==> config.mk <==
export PLATFORM = sky130hd
export DESIGN_NAME = conv_8x32_loader
export DESIGN_NICKNAME = d
export VERILOG_FILES = /design/src/rtl/conv_8x32_loader.sv
export SDC_FILE = /design/constraint.sdc
export NUM_CORES = 1
export LEC_CHECK = 0
export CORE_MARGIN = 1.5
export CORE_UTILIZATION = 27
export CTS_CLUSTER_DIAMETER = 150
export DETAILED_ROUTE_END_ITERATION = 6
export SYNTH_ARGS = -nofsm -noshare
export SYNTH_HDL_FRONTEND = slang
export SYNTH_SLANG_ARGS = --single-unit
==> constraint.sdc <==
create_clock -name clk -period 4.4 [get_ports clk]
set_input_delay 0.66 -clock clk [delete_from_list [all_inputs] [get_ports clk]]
set_output_delay 0.66 -clock clk [all_outputs]
set_load 0.005 [all_outputs]
==> src/rtl/conv_8x32_loader.sv <==
// Front-end loader for the 8x32 convolution core: takes a size config, fills the X and Y
// operand memories from a byte stream, starts the core and serves its read ports.
module conv_8x32_loader #(
    parameter int DATA_WIDTH = 8,
    parameter int DEPTH      = 32,
    parameter int ADDR_W     = 5
) (
    input  logic                  clk,
    input  logic                  rst,
    input  logic                  cfg_valid_i,
    input  logic [ADDR_W-1:0]     cfg_sizeX_i,
    input  logic [ADDR_W-1:0]     cfg_sizeY_i,
    output logic                  cfg_ready_o,
    input  logic                  s_valid_i,
    input  logic [DATA_WIDTH-1:0] s_data_i,
    output logic                  s_ready_o,
    input  logic                  conv_busy_i,
    input  logic                  conv_done_i,
    output logic                  start_o,
    output logic [ADDR_W-1:0]     sizeX_o,
    output logic [ADDR_W-1:0]     sizeY_o,
    input  logic [ADDR_W-1:0]     memX_addr_i,
    input  logic [ADDR_W-1:0]     memY_addr_i,
    output logic [DATA_WIDTH-1:0] dataX_o,
    output logic [DATA_WIDTH-1:0] dataY_o,
    output logic                  loading_o,
    output logic                  err_o
);

    // state       | meaning
    // S_IDLE      | waiting for a config
    // S_LOAD_X    | writing stream bytes into memX
    // S_LOAD_Y    | writing stream bytes into memY
    // S_START     | one-cycle start pulse to the core
    // S_WAIT_BUSY | waiting for the core to go busy (stale done ignored)
    // S_WAIT_DONE | waiting for the core's done
    typedef enum logic [2:0] {
        S_IDLE,
        S_LOAD_X,
        S_LOAD_Y,
        S_START,
        S_WAIT_BUSY,
        S_WAIT_DONE
    } state_t;

    state_t                r_state;
    state_t                w_next;
    logic [ADDR_W-1:0]     r_cnt;
    logic [ADDR_W-1:0]     r_sizeX;
    logic [ADDR_W-1:0]     r_sizeY;
    logic                  r_cfg_ready;
    logic                  r_err;
    logic [DATA_WIDTH-1:0] r_memX [DEPTH];
    logic [DATA_WIDTH-1:0] r_memY [DEPTH];

    logic w_cfg_hs;
    logic w_cfg_legal;
    logic w_s_ready;
    logic w_s_hs;
    logic w_last;
    logic w_start;
    logic w_loading;

    assign w_cfg_hs    = cfg_valid_i && r_cfg_ready && (r_state == S_IDLE);
    assign w_cfg_legal = (cfg_sizeX_i != '0) && (cfg_sizeY_i != '0);
    assign w_s_hs      = s_valid_i && w_s_ready;
    assign w_last      = (r_state == S_LOAD_X) ? (r_cnt == r_sizeX - ADDR_W'(1))
                                               : (r_cnt == r_sizeY - ADDR_W'(1));

    always_comb begin
        w_next    = r_state;
        w_s_ready = 1'b0;
        w_start   = 1'b0;
        w_loading = 1'b0;
        case (r_state)
            S_IDLE: begin
                if (w_cfg_hs && w_cfg_legal) w_next = S_LOAD_X;
            end
            S_LOAD_X: begin
                w_s_ready = 1'b1;
                w_loading = 1'b1;
                if (s_valid_i && w_last) w_next = S_LOAD_Y;
            end
            S_LOAD_Y: begin
                w_s_ready = 1'b1;
                w_loading = 1'b1;
                if (s_valid_i && w_last) w_next = S_START;
            end
            S_START: begin
                w_start = 1'b1;
                w_next  = S_WAIT_BUSY;
            end
            S_WAIT_BUSY: begin
                if (conv_busy_i) w_next = S_WAIT_DONE;
            end
            S_WAIT_DONE: begin
                if (conv_done_i) w_next = S_IDLE;
            end
            default: w_next = S_IDLE;
        endcase
    end

    // cfg_ready is registered so it stays low during the first cycle out of reset.
    always_ff @(posedge clk) begin
        if (rst) begin
            r_state     <= S_IDLE;
            r_cnt       <= '0;
            r_sizeX     <= '0;
            r_sizeY     <= '0;
            r_cfg_ready <= 1'b0;
            r_err       <= 1'b0;
        end else begin
            r_state     <= w_next;
            r_cfg_ready <= (w_next == S_IDLE);
            r_err       <= w_cfg_hs && !w_cfg_legal;
            if (w_cfg_hs && w_cfg_legal) begin
                r_sizeX <= cfg_sizeX_i;
                r_sizeY <= cfg_sizeY_i;
                r_cnt   <= '0;
            end else if (w_s_hs) begin
                r_cnt <= w_last ? '0 : r_cnt + ADDR_W'(1);
            end
        end
    end

    always_ff @(posedge clk) begin
        if (!rst && w_s_hs && (r_state == S_LOAD_X)) r_memX[r_cnt] <= s_data_i;
        if (!rst && w_s_hs && (r_state == S_LOAD_Y)) r_memY[r_cnt] <= s_data_i;
    end

    assign dataX_o     = (memX_addr_i < r_sizeX) ? r_memX[memX_addr_i] : '0;
    assign dataY_o     = (memY_addr_i < r_sizeY) ? r_memY[memY_addr_i] : '0;
    assign cfg_ready_o = r_cfg_ready;
    assign s_ready_o   = w_s_ready;
    assign start_o     = w_start;
    assign loading_o   = w_loading;
    assign err_o       = r_err;
    assign sizeX_o     = r_sizeX;
    assign sizeY_o     = r_sizeY;

endmodule
==> summary.md, run 1 <==
The number of cells produced by synthesis is 1,061, and the initial antenna violation count is 3. Number of global-route vias before repair: 11.07k. Summing all multi-input logic gate instances after layout gives 0.005156 mm^2.

Setup violations remaining at the end of the flow were counted as 0. The run finished, with violations left. Number of placement rows: 102.

The clock root buffer is sky130_fd_sc_hd__clkbuf_16. STA classifies the critical path endpoint as a primary output. The tools report the insertion delay to the later sink of the worst-skew pair as 580 ps.

The floorplan step set the die width to 283.4 um. A synthesized cell averages 20.01 um^2. Ranked by total cell area, the synthesized netlist is headed by sky130_fd_sc_hd__edfxtp_1 72%, sky130_fd_sc_hd__mux4_2 15%, sky130_fd_sc_hd__dfxtp_1 1.9%. The maximum level of the CTS H-tree was 2; the share of final-layout standard cells stronger than drive strength 1 was 0.2504. The number of non-filler instances in the completed layout is 2,270, and the global-route usage over all layers is 0.1242. The cell area that synthesis handed to floorplanning was 0.02123 mm^2. For this run, the detailed router's first-pass iteration total came to 7. The top flip-flop cell by instance count after synthesis is sky130_fd_sc_hd__edfxtp_1.

After the first detailed-routing iteration, the DRC count stood at 1,341. Dividing the detail-routed wire length by the instance count gives 22.17 um. TritonCTS built the clock tree. The number of vias in the routed layout was 10.78k; the data arrival time of the critical path was 3400 ps. Fraction of registers with async set/reset: 0. Critical-path maximum fanout: 29. The worst path in the final design needs a cycle of 4065 ps, including I/O delays and setup.

Once the clock tree was built, the setup fixing pass inserted 0 buffers. The worst max-slew margin expressed relative to the limit is 0.1387, and the clock tree buffer depth is 3. Leaving out fill and tap cells, the most frequent cell in the layout is sky130_fd_sc_hd__edfxtp_1. Class of the most critical hold timing path: register to register.

The slew at the pin closest to its max-slew limit came out at 1292 ps. The HPWL after detailed placement was 31.38 mm; the max-slew violation count was 0. The number of buffers added by the clock tree synthesis step came out at 51. The final reports fail on design-rule violations. In the layout the commonest cells are 512 x sky130_fd_sc_hd__edfxtp_1, 146 x sky130_fd_sc_hd__mux4_2, 83 x sky130_fd_sc_hd__nor2_1.

Final cycle utilization of the critical path: 0.9238. For this design the top-level I/O count stands at 65. Based on the critical path, the design can be clocked at up to 246.0 MHz. The power density normalized to cell area works out to 420.2 mW/mm^2. The area share of the largest cell type after synthesis came out at 0.7241. After detailed placement, the design holds a cell count of 2,178.

The total number of nets in the final design is 1,237. The logs give 0.07759 mm^2 for the area of the placeable core and 0 for the warning count from the yosys run. The clock sink count was 532. Setup repair after global routing left no endpoint under its margin. The logs give 0.3234 for the core utilization of the finished layout and 0 ps for the summed negative setup slack over all endpoints. Compared with the post-synthesis result, the final layout area differs by 18.18%.

The tools report the register cell area after layout as 0.01578 mm^2. Counting flops and latches in the post-synthesis netlist gives 532. Across the run, the number of max-cap violations was 0.

The synthesized netlist contains 44 unique library cells. The worst setup path is launched from an input port. Class of the most critical setup path: input port to primary output. The first global-routing pass estimated 74.53 mm of wire. In this run the remaining antenna-violating nets after routing total 0. The logs give 0 for the post-cts gate resize count and 1 for the post-detailed-route DRC marker count.

The final count of hold timing violations is 0, and the pin count of the biggest net entering global routing is 66. The clock edge transition at the registers on the reported setup and hold paths is 60 ps. For the final database, setup skew stands at 25.57 ps. The via count normalized by instance count is 4.748, and the number of enable flip-flop cells after synthesis is 512. When the netlist entered floorplanning its net count stood at 1,107.

The worst-case IR drop observed on VDD is 0.2591 mV. The count of buffers from port buffering was 64; the effective utilization at floorplan was 0.2736. The floorplan step set the die height to 283.4 um. The routability congestion estimate came out at 0.7694. Global routing finished with a remaining overflow of 0. Proportion of synthesized chip area in sequential cells: 0.7430. The number of hold buffers added after CTS was 0. For the worst setup path, the data required time is 3740 ps.

For the die footprint, the log shows 0.08033 mm^2. The tools report the total of fill cells in the finished design as 7,498. The largest total area in the synthesized netlist belongs to sky130_fd_sc_hd__edfxtp_1. The final layout contains routed wiring with a total length of 50.33 mm. Antenna cell count: 0.

For this design the static power due to leakage is 0.007725 uW.
through the flow:
stage                     instance area [um^2]  power [uW]  worst slack [ps]  hold WS, ps
after floorplan                          21230        5993              1312        490.1
after global placement                   23450        6280             322.0        545.6
after detailed placement                 23450        6292             322.2        556.1
after CTS                                25090       10630             307.5        568.2
after global routing                     25090       10860             160.9        615.6
final                                    25090       10540             335.4        572.9
power by group:
part,leakage [uW],internal [uW],switching [uW]
logic,0.00217,260,348
registers,0.00476,5550,16.4
clock network,0.000797,2510,1860
total,0.00772,8320,2220
registers in the layout, summed over array words and instances (netlist names):
register,flops
r_memY,256
sizeX_o,5
sizeY_o,5
cfg_ready_o,1
r_memX,256
r_cnt,5
r_state,3
err_o,1
worst max-delay path, cell delays in order:
cell and delay [ps]:
sky130_fd_sc_hd__buf_4 490, sky130_fd_sc_hd__buf_4 370, sky130_fd_sc_hd__mux4_2 530, sky130_fd_sc_hd__nor2b_1 150
sky130_fd_sc_hd__a211oi_1 370, sky130_fd_sc_hd__a211oi_1 100, sky130_fd_sc_hd__a21oi_1 190, sky130_fd_sc_hd__nor2_1 60
sky130_fd_sc_hd__clkdlybuf4s50_1 460
path summary, 6_finish.rpt:
| kind | startpoint | cells past startpoint | slack, ps | end |
|---|---|---|---|---|
| setup / recovery | memY_addr_i[0] | 9 | 340 | dataY_o[1] |
| hold / removal | r_cnt[0]$_SDFFE_PP0P_ | 2 | 570 | r_cnt[0]$_SDFFE_PP0P_ |
| setup reg to reg | r_state[1]$_SDFF_PP0_ | 7 | 1270 | r_memX[27][1]$_DFFE_PP_ |
| hold reg to reg | r_cnt[0]$_SDFFE_PP0P_ | 2 | 570 | r_cnt[0]$_SDFFE_PP0P_ |
synth_stat cells, drive strengths merged, types with 2 or more instances:
library cell,count
a211oi,28
a21o,2
a21oi,31
and3,2
buf,20
clkbuf,38
dfxtp,20
edfxtp,512
ha,12
inv,16
mux2i,23
mux4,146
nand2,29
nand2b,10
nand3,11
nand3b,2
nor2,83
nor2b,17
nor3,6
nor3b,4
nor4,3
o211ai,3
o21ai,16
o22ai,2
o311ai,2
or2,3
or3,3
or4,2
xnor2,7
layer usage:
metal	track usage	up-vias	part of all wire
met5	0	-	0
met4	0.02527	0	0.015
met3	0.02661	66	0.075
met2	0.1863	409	0.44
met1	0.1849	5684	0.46
li1	-	4619	-
area by class of cell:
type,count,share of cell area
inverter,16,0.002393
clock buffer,70,0.05540
clock inverter,22,0.01002
timing repair buffer,135,0.04617
sequential,532,0.6287
multi-input combinational,455,0.2055
tap,1040,0.05186
kinds of logic after synthesis:
family                     count (synthesis)  share of synthesized area
DFF                                      532                     0.7430
and+or+nand+nor                          176                    0.03913
muxes                                    169                     0.1657
AOI/OAI and AO/OA                         91                    0.02770
buffers and inverters                     74                    0.01420
adders and majority gates                 12                   0.007071
xor gates and xnor gates                   7                   0.003241
Note: power is estimated with default switching activity, not from simulation.
==> inputs of run 2 (changes only) <==
--- a/config.mk
+++ b/config.mk
@@ -9,6 +9,7 @@
 export CORE_UTILIZATION = 27
 export CTS_CLUSTER_DIAMETER = 150
 export DETAILED_ROUTE_END_ITERATION = 6
+export GPL_ROUTABILITY_DRIVEN = 0
 export SYNTH_ARGS = -nofsm -noshare
 export SYNTH_HDL_FRONTEND = slang
 export SYNTH_SLANG_ARGS = --single-unit
==> results of run 2 <==
Final layout, timing and power as in run 1 (identical DEF).
==> inputs of run 3 (changes only) <==
--- a/config.mk
+++ b/config.mk
@@ -5,6 +5,7 @@
 export SDC_FILE = /design/constraint.sdc
 export NUM_CORES = 1
 export LEC_CHECK = 0
+export ABC_AREA = 1
 export CORE_MARGIN = 1.5
 export CORE_UTILIZATION = 27
 export CTS_CLUSTER_DIAMETER = 150
==> summary.md, run 3 <==
The total number of nets in the final design was 1,887 (was 1,237); the wire length per cell after detailed routing was 19.86 um (was 22.17 um). The clock root buffer is sky130_fd_sc_hd__clkbuf_16 (unchanged). The horizontal die dimension was 288.4 um (was 283.4 um). The run gives 53 (was 51) as the number of buffers added by the clock tree synthesis step. The final count of hold timing violations was 0 (unchanged).

Data arrival time of the critical path: 3380 ps (was 3400 ps). The insertion delay to the later sink of the worst-skew pair was 610 ps (was 580 ps). The max-slew violation count was 0 (unchanged); the count of buffers from port buffering was 64 (unchanged).

The post-cts gate resize count was 0 (unchanged); the maximum cell stage delay along the critical path was 690 ps (was 530 ps). The worst path setup slack after routing was 357.5 ps (was 335.4 ps); the average footprint of a synthesized cell was 12.17 um^2 (was 20.01 um^2). The area of the mapped netlist is 0.02199 mm^2 (was 0.02123 mm^2), and the critical-path maximum fanout is 8 (was 29).

The setup slack after placement was 402.0 ps (was 322.2 ps); the net switching fraction of the power was 0.2319 (was 0.2106). The tools report the required time of the critical path as 3740 ps (about the same). The slew at the pin closest to its max-slew limit was 1150 ps (was 1292 ps); the total setup buffers inserted after CTS was 0 (unchanged). The area of the placeable core is 0.08055 mm^2 (was 0.07759 mm^2). The vertical extent of the die was 288.4 um (was 283.4 um). Setup repair after global routing left no endpoint under its margin. Class of the most critical hold timing path: input port to register (was register to register). The reported max-cap violation count was 0 (unchanged); the share of final-layout standard cells stronger than drive strength 1 was 0.08652 (was 0.2504).

The area overhead of the layout relative to synthesis was 15.96% (was 18.18%). The portion of total power attributed to the clock network was 0.416 (was 0.414); the via count normalized by instance count was 4.978 (was 4.748). Final cycle utilization of the critical path: 0.9188 (was 0.9238).

The post-detailed-route DRC marker count was 0 (was 1). The run gives 532 (unchanged) as the clock sink count. Share of power burned in registers: 0.509 (was 0.528).

For the effective utilization at floorplan, the log shows 0.2730 (was 0.2736). The proportion of synthesized chip area in sequential cells came out at 0.7175 (was 0.7430). The share of synthesized area spent on multiplexers was 0 (was 0.1657); the global-route usage over all layers was 0.1389 (was 0.1242). Clock tree buffer depth: 3 (unchanged). The fraction of synthesized cell area in xor and xnor cells was 0.0007967 (was 0.003241); the number of enable flip-flop cells after synthesis was 512 (unchanged). The maximum level of the CTS H-tree is 2 (unchanged), and the warning count from the yosys run is 0 (unchanged). The total length of routed wires was 58.46 mm (was 50.33 mm).

TritonCTS built the clock tree. The total grt overflow is 0 (unchanged). Synth top area cells: sky130_fd_sc_hd__edfxtp_1 70%, sky130_fd_sc_hd__nand2_1 7.4%, sky130_fd_sc_hd__a21oi_1 5.1% (was sky130_fd_sc_hd__edfxtp_1 72%, sky130_fd_sc_hd__mux4_2 15%, sky130_fd_sc_hd__dfxtp_1 1.9%).

Compound-cell area share of the yosys netlist: 0.1250 (was 0.02770). The fraction of registers with async set/reset is 0 (unchanged). Cts-stage hold buffer count: 0 (unchanged). Summed negative setup slack over all endpoints: 0 ps (unchanged). The most prevalent standard cell on the critical path was sky130_fd_sc_hd__nor2_1. The number of cells produced by synthesis is 1,807 (was 1,061), and the wire length of the first global-routing pass is 88.42 mm (was 74.53 mm).

The synthesized netlist net count was 1,853 (was 1,107). The top flip-flop cell by instance count after synthesis was sky130_fd_sc_hd__edfxtp_1 (unchanged). Class of the most critical setup path: register to primary output (was input port to primary output). The largest family of logic cells by synthesized area was compound AO/OA/AOI/OAI gates (was multiplexers). The flip-flop and latch count after synthesis came out at 532 (unchanged). The remaining antenna violation count was 0 (unchanged).

Commonest cells in the netlist: 512 x sky130_fd_sc_hd__edfxtp_1, 432 x sky130_fd_sc_hd__nand2_1, 222 x sky130_fd_sc_hd__a21oi_1 (was 512 x sky130_fd_sc_hd__edfxtp_1, 146 x sky130_fd_sc_hd__mux4_2, 83 x sky130_fd_sc_hd__nor2_1). The run gives 17.25 ps (was 25.57 ps) as the largest clock skew in the final design. The worst max-slew margin expressed relative to the limit was 0.2307 (was 0.1387); the antenna cell count was 0 (unchanged). For the reported net switching power, the log shows 2540 uW (was 2220 uW). The share of synthesized cell area in full adder, half adder and majority cells is 0.006829 (was 0.007071). The number of placement rows is 104 (was 102). The tools report the number of global-route vias before repair as 14.33k (was 11.07k).

The post-route minimum period came out at 4043 ps (was 4065 ps). The cell type with the largest total area after synthesis is sky130_fd_sc_hd__edfxtp_1 (unchanged). Most frequent cells in the layout: 512 x sky130_fd_sc_hd__edfxtp_1, 432 x sky130_fd_sc_hd__nand2_1, 222 x sky130_fd_sc_hd__a21oi_1 (was 512 x sky130_fd_sc_hd__edfxtp_1, 146 x sky130_fd_sc_hd__mux4_2, 83 x sky130_fd_sc_hd__nor2_1).

The number of iterations in the first detailed-routing pass was 5 (was 7). The run finished with clean final reports. Commonest non-fill, non-tap cell in the layout: sky130_fd_sc_hd__edfxtp_1 (unchanged). Pin count of the biggest net entering global routing: 129 (was 66). Ordered cell list for the critical path: inv_1 -> ha_1 -> a21oi_1 -> nor2_1 -> a2111oi_2 -> o21ai_0 -> nor2_1 -> clkdlybuf4s50_1 (was buf_4 -> buf_4 -> mux4_2 -> nor2b_1 -> a211oi_1 -> a211oi_1 -> a21oi_1 -> nor2_1 -> clkdlybuf4s50_1). The highest attainable clock frequency was 247.4 MHz (was 246.0 MHz). The logs give 4 (was 3) for the initial antenna violation count and 1,640 (was 1,341) for the iteration-0 DRC count of the detailed router. Type of element launching the critical path: a register (was an input port).

The number of failing setup endpoints in the final timing report is 0 (unchanged), and the area share of the largest cell type after synthesis is 0.6993 (was 0.7241). The critical path capture point type was a primary output (unchanged). The run gives 14.66k (was 10.78k) as the number of vias in the routed layout.

The share of power burned in combinational logic is 0.075 (was 0.058), and the clock edge transition at the registers on the reported setup and hold paths is 60 ps (about the same). The cell with the most instances after synthesis was sky130_fd_sc_hd__edfxtp_1 (unchanged). The total of fill cells in the finished design came out at 7,933 (was 7,498). The tools report the largest voltage drop on the vdd net as 0.2956 mV (was 0.2591 mV). The logs give 37 (was 44) for the count of distinct cell types in the synthesized netlist and 0.08315 mm^2 (was 0.08033 mm^2) for the die footprint. Registers with the most flip-flops: r_memX (256), r_memY (256) (unchanged). Total leakage power: 0.008323 uW (was 0.007725 uW).

The tools report the HPWL after detailed placement as 37.05 mm (was 31.38 mm). The tools report the cell-internal power as 8414 uW (was 8323 uW). The slowest library cell on the worst path was sky130_fd_sc_hd__a2111oi_2 (was sky130_fd_sc_hd__mux4_2). Area share of and/or/nand/nor cells after synthesis: 0.1209 (was 0.03913). The tools report the top-level I/O count as 65 (unchanged). The power density normalized to cell area works out to 429.6 mW/mm^2 (was 420.2 mW/mm^2).
[run 3: path summary, 6_finish.rpt]
path                                              start                      end  slack, ps  depth (start not counted)
worst min-delay path                        s_data_i[4]  r_memX[31][4]$_DFFE_PP_        520                          1
worst max-delay path            sizeX_o[2]$_SDFFE_PP0P_               dataX_o[6]        360                          8
worst max register to register    r_state[1]$_SDFF_PP0_   r_memY[5][2]$_DFFE_PP_       1400                          9
worst min register to register    r_cnt[1]$_SDFFE_PP0P_    r_cnt[1]$_SDFFE_PP0P_        560                          2
[run 3: cell families (layout without fill, tap and decap cells)]
family | Yosys count | after routing
AND/OR/NAND/NOR | 661 | 661
flip-flops | 532 | 532
AO/OA/AOI/OAI | 439 | 439
buffers and inverters | 161 | 238
adder cells (fa/ha/maj) | 12 | 12
XOR/XNOR | 2 | 2
[run 3: through the flow]
| step | hold WS, ps | area (um^2) | total power (uW) | util | cells |
|---|---|---|---|---|---|
| 5_1_grt | 522.5 | 25500 | 11320 | 0.3165 | 2944 |
| 3_5_place_dp | 549.8 | 23760 | 6506 | 0.2950 | 2846 |
| 3_3_place_gp | 535.3 | 23760 | 6493 | 0.2950 | 2846 |
| 6_report | 516.8 | 25500 | 10950 | 0.3165 | 2944 |
| 2_1_floorplan | 478.6 | 21990 | 6119 | - | 1807 |
| 4_1_cts | 501.5 | 25500 | 11030 | 0.3165 | 2944 |
[run 3: layer usage]
layer  vias to the layer above  track usage  share of wire
li1                       6709            -              -
met1                      7288       0.1997           0.46
met2                       558       0.2096           0.44
met3                        99      0.02899          0.074
met4                         2      0.04228          0.025
met5                         -            0        0.00022
[run 3: final cells by class]
class	count	area [um^2]	share of cell area
tap	1060	1326	0.05202
multi-input combinational	1114	5574	0.2186
clock buffer	60	1353	0.05305
inverter	42	160.2	0.006282
sequential	532	15780	0.6187
timing repair buffer	98	923.4	0.03622
clock inverter	38	384.1	0.01507
[run 3: worst max-delay path: cells and delay by family, from the launching register on]
family,cells,cell delay (ps)
AO/OA/AOI/OAI,3,1060
adder cells (fa/ha/maj),1,380
buffers and inverters,2,720
flip-flops,1,400
AND/OR/NAND/NOR,2,220
[run 3: power groups by stage]
stage | clock network [uW] | registers (uW) | logic (uW)
2_1_floorplan | 0 | 5680 | 440
3_3_place_gp | 0 | 5680 | 809
3_5_place_dp | 0 | 5680 | 822
4_1_cts | 4630 | 5580 | 825
5_1_grt | 4840 | 5570 | 907
6_report | 4550 | 5580 | 825
